$ cat src/rtl/alarm_clock_pkg.sv
// rtl/alarm_clock_pkg.sv - shared types and constants for the alarm clock control path
package alarm_clock_pkg;

    // Keypad code width, shared with the key buffer and the LCD driver
    localparam int KEY_W = 4;

    // Keypad code meaning "no key pressed"; 0-9 are digits
    localparam logic [KEY_W-1:0] NOKEY_DEFAULT = 4'hA;

    typedef enum logic [2:0] {
        SHOW_TIME  = 3'd0,
        KEY_STORED = 3'd1,
        KEY_WAITED = 3'd2,
        KEY_ENTRY  = 3'd3,
        SHOW_ALARM = 3'd4
    } fsm_state_t;

endpackage

$ cat src/rtl/alarm_clock_fsm_if.sv
// rtl/alarm_clock_fsm_if.sv - keypad/button inputs and display/strobe outputs of the alarm clock FSM
interface alarm_clock_fsm_if;

    logic                             one_second;
    logic [alarm_clock_pkg::KEY_W-1:0] key;
    logic                             alarm_button;
    logic                             time_button;
    logic                             show_new_time;
    logic                             show_alarm;
    logic                             shift;
    logic                             load_new_a;
    logic                             load_new_c;

    // Stimulus side: drives the keypad, buttons and seconds tick
    modport master (
        output one_second, key, alarm_button, time_button,
        input  show_new_time, show_alarm, shift, load_new_a, load_new_c
    );

    // FSM side
    modport slave (
        input  one_second, key, alarm_button, time_button,
        output show_new_time, show_alarm, shift, load_new_a, load_new_c
    );

endinterface

$ cat src/rtl/alarm_timeout_counter.sv
// rtl/alarm_timeout_counter.sv - keypad inactivity counter in one_second ticks
module alarm_timeout_counter #(
    parameter int TIMEOUT_SEC = 10
) (
    input  logic clock,
    input  logic reset,
    input  logic clear,
    input  logic enable,
    input  logic one_second,
    output logic timeout
);

    localparam int CNT_W = $clog2(TIMEOUT_SEC + 1);
    localparam logic [CNT_W-1:0] LAST = CNT_W'(TIMEOUT_SEC - 1);
    localparam logic [CNT_W-1:0] FULL = CNT_W'(TIMEOUT_SEC);

    logic [CNT_W-1:0] r_count;
    logic             w_tick;

    assign w_tick  = enable && one_second;
    assign timeout = w_tick && (r_count == LAST);

    // Count ticks while enabled; clear wins, and the count saturates instead of wrapping
    always_ff @(posedge clock) begin
        if (reset || clear) begin
            r_count <= '0;
        end else if (w_tick && (r_count != FULL)) begin
            r_count <= r_count + 1'b1;
        end
    end

endmodule

$ cat src/rtl/alarm_clock_fsm.sv
// rtl/alarm_clock_fsm.sv - alarm clock control FSM: key entry sequencing, display select and load strobes
module alarm_clock_fsm
    import alarm_clock_pkg::*;
#(
    parameter int               TIMEOUT_SEC = 10,
    parameter logic [KEY_W-1:0] NOKEY       = NOKEY_DEFAULT
) (
    input logic              clock,
    input logic              reset,
    alarm_clock_fsm_if.slave bus
);

    fsm_state_t r_state;
    fsm_state_t w_next_state;
    logic       r_load_a;
    logic       r_load_c;
    logic       w_load_a;
    logic       w_load_c;
    logic       w_key_pressed;
    logic       w_timeout;
    logic       w_cnt_clear;
    logic       w_cnt_enable;

    assign w_key_pressed = (bus.key != NOKEY);

    // Inactivity is only timed while an entry is in progress
    assign w_cnt_enable = (r_state == KEY_WAITED) || (r_state == KEY_ENTRY);
    // Every new key and every return to the time display restarts the timeout
    assign w_cnt_clear  = (w_next_state == KEY_STORED) || (w_next_state == SHOW_TIME);

    alarm_timeout_counter #(
        .TIMEOUT_SEC (TIMEOUT_SEC)
    ) u_timeout (
        .clock      (clock),
        .reset      (reset),
        .clear      (w_cnt_clear),
        .enable     (w_cnt_enable),
        .one_second (bus.one_second),
        .timeout    (w_timeout)
    );

    // State register plus load strobes, which last for the first SHOW_TIME cycle only
    always_ff @(posedge clock) begin
        if (reset) begin
            r_state  <= SHOW_TIME;
            r_load_a <= 1'b0;
            r_load_c <= 1'b0;
        end else begin
            r_state  <= w_next_state;
            r_load_a <= w_load_a;
            r_load_c <= w_load_c;
        end
    end

    // Next-state selection; buttons and keys take priority over a coincident timeout
    always_comb begin
        w_next_state = r_state;
        w_load_a     = 1'b0;
        w_load_c     = 1'b0;
        case (r_state)
            SHOW_TIME: begin
                if (bus.alarm_button) begin
                    w_next_state = SHOW_ALARM;
                end else if (w_key_pressed) begin
                    w_next_state = KEY_STORED;
                end
            end
            KEY_STORED: begin
                w_next_state = KEY_WAITED;
            end
            KEY_WAITED: begin
                if (!w_key_pressed) begin
                    w_next_state = KEY_ENTRY;
                end else if (w_timeout) begin
                    w_next_state = SHOW_TIME;
                end
            end
            KEY_ENTRY: begin
                if (bus.alarm_button) begin
                    w_next_state = SHOW_TIME;
                    w_load_a     = 1'b1;
                end else if (bus.time_button) begin
                    w_next_state = SHOW_TIME;
                    w_load_c     = 1'b1;
                end else if (w_key_pressed) begin
                    w_next_state = KEY_STORED;
                end else if (w_timeout) begin
                    w_next_state = SHOW_TIME;
                end
            end
            SHOW_ALARM: begin
                if (!bus.alarm_button) begin
                    w_next_state = SHOW_TIME;
                end
            end
            default: begin
                w_next_state = SHOW_TIME;
            end
        endcase
    end

    // Moore decode of the state register; nothing here depends on the inputs
    assign bus.show_new_time = (r_state == KEY_STORED) || (r_state == KEY_WAITED) ||
                               (r_state == KEY_ENTRY);
    assign bus.show_alarm    = (r_state == SHOW_ALARM);
    assign bus.shift         = (r_state == KEY_STORED);
    assign bus.load_new_a    = r_load_a;
    assign bus.load_new_c    = r_load_c;

endmodule

$ cat src/flat_wrapper.sv
// flat-port wrapper written by rule: the top's interface ports become plain ports
module alarm_clock_fsm_flat import alarm_clock_pkg::*;
#(
    parameter int               TIMEOUT_SEC = 10,
    parameter logic [KEY_W-1:0] NOKEY       = NOKEY_DEFAULT
)
  (clock, reset, bus_one_second, bus_key, bus_alarm_button, bus_time_button, bus_show_new_time, bus_show_alarm, bus_shift, bus_load_new_a, bus_load_new_c);
  alarm_clock_fsm_if bus_i ();
  input logic clock;
  input logic reset;
  input wire logic [$bits(bus_i.one_second)-1:0] bus_one_second;
  input wire logic [$bits(bus_i.key)-1:0] bus_key;
  input wire logic [$bits(bus_i.alarm_button)-1:0] bus_alarm_button;
  input wire logic [$bits(bus_i.time_button)-1:0] bus_time_button;
  output wire logic [$bits(bus_i.show_new_time)-1:0] bus_show_new_time;
  output wire logic [$bits(bus_i.show_alarm)-1:0] bus_show_alarm;
  output wire logic [$bits(bus_i.shift)-1:0] bus_shift;
  output wire logic [$bits(bus_i.load_new_a)-1:0] bus_load_new_a;
  output wire logic [$bits(bus_i.load_new_c)-1:0] bus_load_new_c;
  assign bus_i.one_second = bus_one_second;
  assign bus_i.key = bus_key;
  assign bus_i.alarm_button = bus_alarm_button;
  assign bus_i.time_button = bus_time_button;
  assign bus_show_new_time = bus_i.show_new_time;
  assign bus_show_alarm = bus_i.show_alarm;
  assign bus_shift = bus_i.shift;
  assign bus_load_new_a = bus_i.load_new_a;
  assign bus_load_new_c = bus_i.load_new_c;
  alarm_clock_fsm #(.TIMEOUT_SEC(TIMEOUT_SEC), .NOKEY(NOKEY)) u_core (.clock(clock), .reset(reset), .bus(bus_i));
endmodule
$ cat config.mk
export PLATFORM = sky130hd
export DESIGN_NAME = alarm_clock_fsm_flat
export DESIGN_NICKNAME = d
export VERILOG_FILES = /design/src/rtl/alarm_clock_pkg.sv /design/src/rtl/alarm_clock_fsm_if.sv /design/src/rtl/alarm_timeout_counter.sv /design/src/rtl/alarm_clock_fsm.sv /design/src/flat_wrapper.sv
export SDC_FILE = /design/constraint.sdc
export NUM_CORES = 1
export LEC_CHECK = 0
export ABC_AREA = 0
export ABC_CLOCK_PERIOD_IN_PS = 1400
export CELL_PAD_IN_SITES_DETAIL_PLACEMENT = 0
export CELL_PAD_IN_SITES_GLOBAL_PLACEMENT = 1
export CORE_MARGIN = 2
export CORE_UTILIZATION = 30
export CTS_CLUSTER_DIAMETER = 100
export DETAILED_ROUTE_END_ITERATION = 10
export GPL_TIMING_DRIVEN = 1
export PLACE_DENSITY = 0.68
export SLEW_MARGIN = 20
export SYNTH_ARGS = -nofsm -noshare
export SYNTH_HDL_FRONTEND = slang
export SYNTH_SLANG_ARGS = --single-unit
$ cat constraint.sdc
create_clock -name clock -period 1.4 [get_ports clock]
set_input_delay 0.21 -clock clock [delete_from_list [all_inputs] [get_ports clock]]
set_output_delay 0.21 -clock clock [all_outputs]
set_load 0.05 [all_outputs]
== Word-level counts from Yosys, hierarchy flattened ==
Cells that the tools add are included.
Operators by class
  reduce and logical (&&, ||, !) cells: 12
  bitwise operators: 1
  multiplexer cells: 11
  equal/unequal tests: 8
  add/sub/neg operators: 1
Operators by type and width (number)
  two-way mux 3 bit: 8
  one-hot mux 3 bit (5 select lines): 1
  != test 4 bit (second input constant): 2
  equality test 3 x 1 -> 1 bit (second input constant): 2
  equality test 3 x 2 -> 1 bit (second input constant): 2
  logical NOT 3 bit: 2
  logical OR 1 bit: 5
  adder 4 x 1 -> 4 bit (second input constant): 1
  equality test 4 bit (second input constant): 1
  equality test 3 bit (second input constant): 1
  logical AND 1 bit: 3
  OR reduction 3 bit: 1
  two-way mux 1 bit: 2
  OR reduction 2 bit: 1
  inverter 1 bit: 1
Word-level totals
  input bits: 9
  word-level logic and storage cells: 37
  bits in registers: 9

== Logic depth before layout (Yosys ltp) ==
  depth after elaboration: 12
  mapped depth: 5

== Cells and area by module ==
A second synthesis with hierarchy kept.
Unflattened totals
  cells, all modules: 57
  area total of the unflattened synthesis: 520.5 um2
Modules (own cells, without submodules)
  alarm_clock_fsm: times used 1, cells an instance 29, area each 269.0 um2
  alarm_timeout_counter: times used 1, cells an instance 28, area each 251.5 um2

== Worst setup path after synthesis ==
Ideal clock, no wire load.
  path type: flip-flop to output port
  start point: reg u_core.r_state[1]
  end point: out bus_show_alarm
  data required time: 1.190 ns
  buffers on the path: 1
  cell stages (with the launch flop): 3
  setup slack: -0.377 ns
  arrival time: 1.567 ns
  cell sequence: dfxtp_1 -> buf_2 -> nor3_1
Between the ends
  cells in the longest elaborated chain, start to end: 1
RTL lines
  start: declaration: RTL line alarm_clock_fsm.sv:13  | fsm_state_t r_state;
  start signal: assignment: RTL line alarm_clock_fsm.sv:49  | r_state <= w_next_state;
  equality test 3 bit: RTL line alarm_clock_fsm.sv:105  | assign bus.show_alarm = (r_state == SHOW_ALARM);
  end: declaration: RTL line flat_wrapper.sv:16  | output wire logic [$bits(bus_i.show_alarm)-1:0] bus_show_alarm;
Every way passes these cells.

== Final worst setup path ==
  start point: reg u_core.r_state[2]
  end point: reg u_core.u_timeout.r_count[1]
Between the ends
  cells in the longest elaborated chain, start to end: 12
RTL lines
  equality test 3 x 2 -> 1 bit: RTL line alarm_clock_fsm.sv:27, alarm_clock_fsm.sv:60
  logical OR 1 bit: RTL line alarm_clock_fsm.sv:27  | assign w_cnt_enable = (r_state == KEY_WAITED) || (r_state == KEY_ENTRY);
  logical AND 1 bit: RTL line alarm_timeout_counter.sv:20  | assign w_tick = enable && one_second;
  logical AND 1 bit: RTL line alarm_timeout_counter.sv:21  | assign timeout = w_tick && (r_count == LAST);
  two-way mux 3 bit: RTL line alarm_clock_fsm.sv:74, alarm_clock_fsm.sv:87
  two-way mux 3 bit: RTL line alarm_clock_fsm.sv:85  | end else if (w_key_pressed) begin
  two-way mux 3 bit: RTL line alarm_clock_fsm.sv:82  | end else if (bus.time_button) begin
  two-way mux 3 bit: RTL line alarm_clock_fsm.sv:79  | if (bus.alarm_button) begin
  one-hot mux 3 bit (5 select lines): RTL line alarm_clock_fsm.sv:60  | case (r_state)
  equality test 3 x 1 -> 1 bit / logical NOT 3 bit (equally long branches): RTL line alarm_clock_fsm.sv:29  | assign w_cnt_clear = (w_next_state == KEY_STORED) || (w_next_state == SHOW_TIME);
  logical OR 1 bit: RTL line alarm_clock_fsm.sv:29
  logical OR 1 bit: RTL line alarm_timeout_counter.sv:25  | if (reset || clear) begin
  end signal: assignment: RTL line alarm_timeout_counter.sv:28  | r_count <= r_count + 1'b1;
  end: declaration: RTL line alarm_timeout_counter.sv:17  | logic [CNT_W-1:0] r_count;
Parallel ways exist; a longest one is shown, timed or not.
A chain may end at the register's enable or synchronous reset.

==> metrics.txt <==
status finished with violations; failing checks setup timing; port bufs 13; Die Width 46.7 um; Multi-input gate area 412 um2; Worst slew margin 70.9%; endpoints failing setup 7; Leakage 0.369 nW; FF/Latch Area 189 um2; die area 2180 um2; predominant post-synthesis flop cell dfxtp_1; num rows 15; Yosys cell types 30; XOR/XNOR Fraction of Synth Area 3.20%; # IOs 14; fin. max-slew vios 0; syn_area_per_cell between 8 and 9 um2; Synth Warn # 0; Syn-to-layout area delta 78.3%; GP Congestion 0.767; Clk pin slew, worst setup/hold paths 0.07 ns; Post-synth ARST share 0%; critical path capture point type register; Synth Area in Compound Gates a little under a quarter; Peak Freq just over 600 MHz; first-pass GRT wire length 2.42 mm; largest area contributor in the netlist dfxtp_1; clock latency at the later pin of the worst-skew pair 0.27 ns; hold-fix buffers at CTS 0; clk sinks 9; max cap viols 0; VDD IR max around 450 uV; Post-DRT Antenna Nets 0; Fillers between 150 and 200; core area 1730 um2; post-route DRC violation count 0; vias per cell just under 5; largest net degree at the start of global routing 10; H-Tree Depth 1; CP Launch Type register; gr ovfl total 0; PD cells slightly above 700 nW/um2; largest family of logic cells by synthesized area simple AND/OR/NAND/NOR gates; share of the synthesized area in the top cell type 32.9%; Crit Path Class reg2reg; crit-path most repeated cell a311oi_2; Layout Nets between 100 and 150; dpl ws -0.494 ns; syn nets 74; vias post-DR 573; Final Cycle Share 115%; n_diodes 0; slowest stage delay, CP 0.49 ns; total track usage 16.4%; worst path cell trace or4b_4, a311oi_2, a311oi_2, a2111oi_2; initial DRC count 5; WL final 1.44 mm; Post-Synth Simple-Gate Area 27.9%; CTS buffer count 3; post-synthesis mux area share 0%; critical path required time 1.57 ns; worst slew pin tran 0.437 ns; top post-synthesis cells by area dfxtp_1, ha_1, nor3_1; vias in the first global route 550; Final Critical Period 1.60 ns; Die Y roughly 47 um; Pre-Repair DR Iteration Count 4; CP arrival 1.77 ns; share of layout cells above drive strength 1 45.1%; Fin. Hold Viols 0; setup_tns -0.698 ns; RSZ-0062 raised after global routing true; clock skew roughly 0.0020 ns; post-synthesis cell count 62; CTS tree built; antenna violations before repair 0; HPWL after detailed placement 1.07 mm; worst setup margin -0.204 ns; WL per Instance roughly 12 um; Initial Utilization between 30% and 40%; Synth Area in Adders 6.85%; clock root buffer clkbuf_4; #FFs+latches synth 9; worst-case clock buffer depth 2; Slowest-stage cell, CP or4b_4; Max FO, Critical Path 4; HP Class in2reg; mapped cell area around 550 um2; Post-synth EDFFs 0; Seq/Total Area, Yosys 32.9%
[report_power, final]
part           switching (W)  internal (W)  total, W
Clock              0.0000996      0.000110  0.000210
Sequential         0.0000129      0.000264  0.000277
Combinational       0.000107      0.000117  0.000224
[layout make-up]
type / count / area share (%)
multi-input combinational: 45 / 42.1
timing repair buffer: 28 / 30.5
sequential: 9 / 19.3
tap: 25 / 3.20
clock buffer: 4 / 2.69
inverter: 5 / 2.18
[routing by layer]
metal	wire length (um)	up-vias	GRT usage [%]	share of wire, %
met5	0	-	0	0
met4	20	0	8.33	1.4
met2	667	14	25.0	46
li1	-	289	-	-
met1	623	268	19.5	43
met3	124	2	7.69	8.6
[worst paths after layout]
path	startpoint	endpoint	slack [ns]	depth (start not counted)
worst max-delay path	u_core.r_state[2]$_SDFF_PP0_	u_core.u_timeout.r_count[1]$_SDFFE_PP0P_	-0.20	4
worst min-delay path	bus_time_button	u_core.bus.load_new_c$_SDFF_PP0_	0.42	2
worst min register to register	u_core.r_state[2]$_SDFF_PP0_	u_core.r_state[0]$_SDFF_PP0_	0.44	1
worst max register to register	u_core.r_state[2]$_SDFF_PP0_	u_core.u_timeout.r_count[1]$_SDFFE_PP0P_	-0.20	4
[state kept, by name, summed over array words and instances, names as in the netlist]
| register | count |
|---|---|
| u_core.r_state | 3 |
| u_core.bus.load_new_c | 1 |
| u_core.u_timeout.r_count | 4 |
| u_core.bus.load_new_a | 1 |
[per-stage QoR]
step                power [W]  utilization (%)  hold WS [ns]  area, um2  instances
floorplan            0.000376                -         0.274        561         62
global placement     0.000479             50.0         0.443        863        111
detailed placement   0.000479             50.0         0.444        863        111
CTS                  0.000696             52.5         0.414        906        115
global route         0.000752             56.6         0.422        977        116
finish               0.000711             56.6         0.416        977        116
[cell families (layout without fill, tap and decap cells)]
| family | Yosys count | after routing |
|---|---|---|
| AOI/OAI and AO/OA | 15 | 15 |
| xor gates and xnor gates | 2 | 2 |
| adders and majority gates | 3 | 3 |
| buffers and inverters | 8 | 37 |
| DFF | 9 | 9 |
| and+or+nand+nor | 25 | 25 |
[critical path: cells and delay by family, from the launching register on]
family	cells	cell delay [ns]
AOI/OAI and AO/OA	3	0.66
and+or+nand+nor	1	0.49
DFF	1	0.35
[cell usage after synthesis (2+ instances only)]
cell type and n:
dfxtp_1 9, nor2_1 6, nor3_1 6, inv_1 5, ha_1 3, a21oi_1 2, a311oi_2 2, a31oi_1 2
buf_2 2, nand2b_1 2, nand3_1 2, o21ai_0 2, o21bai_1 2
[what timing repair did]
item                       CTS  global route
setup buffers                0             1
pin swaps                    4             5
resized for setup            7            13
setup endpoints to repair    8             9
[cells in the final DEF (no fill, tap or decap), types with 2 or more instances in the layout]
cell	instances
a311oi_2	2
dlygate4sd2_1	2
nor3_1	4
inv_1	4
buf_12	5
o21bai_1	2
clkbuf_4	3
a21oi_1	2
nor2_1	4
dfxtp_1	6
clkdlybuf4s50_1	6
o21ai_0	2
nand3_1	2
dfxtp_4	2
buf_6	2
ha_1	3
a31oi_1	2
buf_4	13
Note: power is estimated with default switching activity, not from simulation.
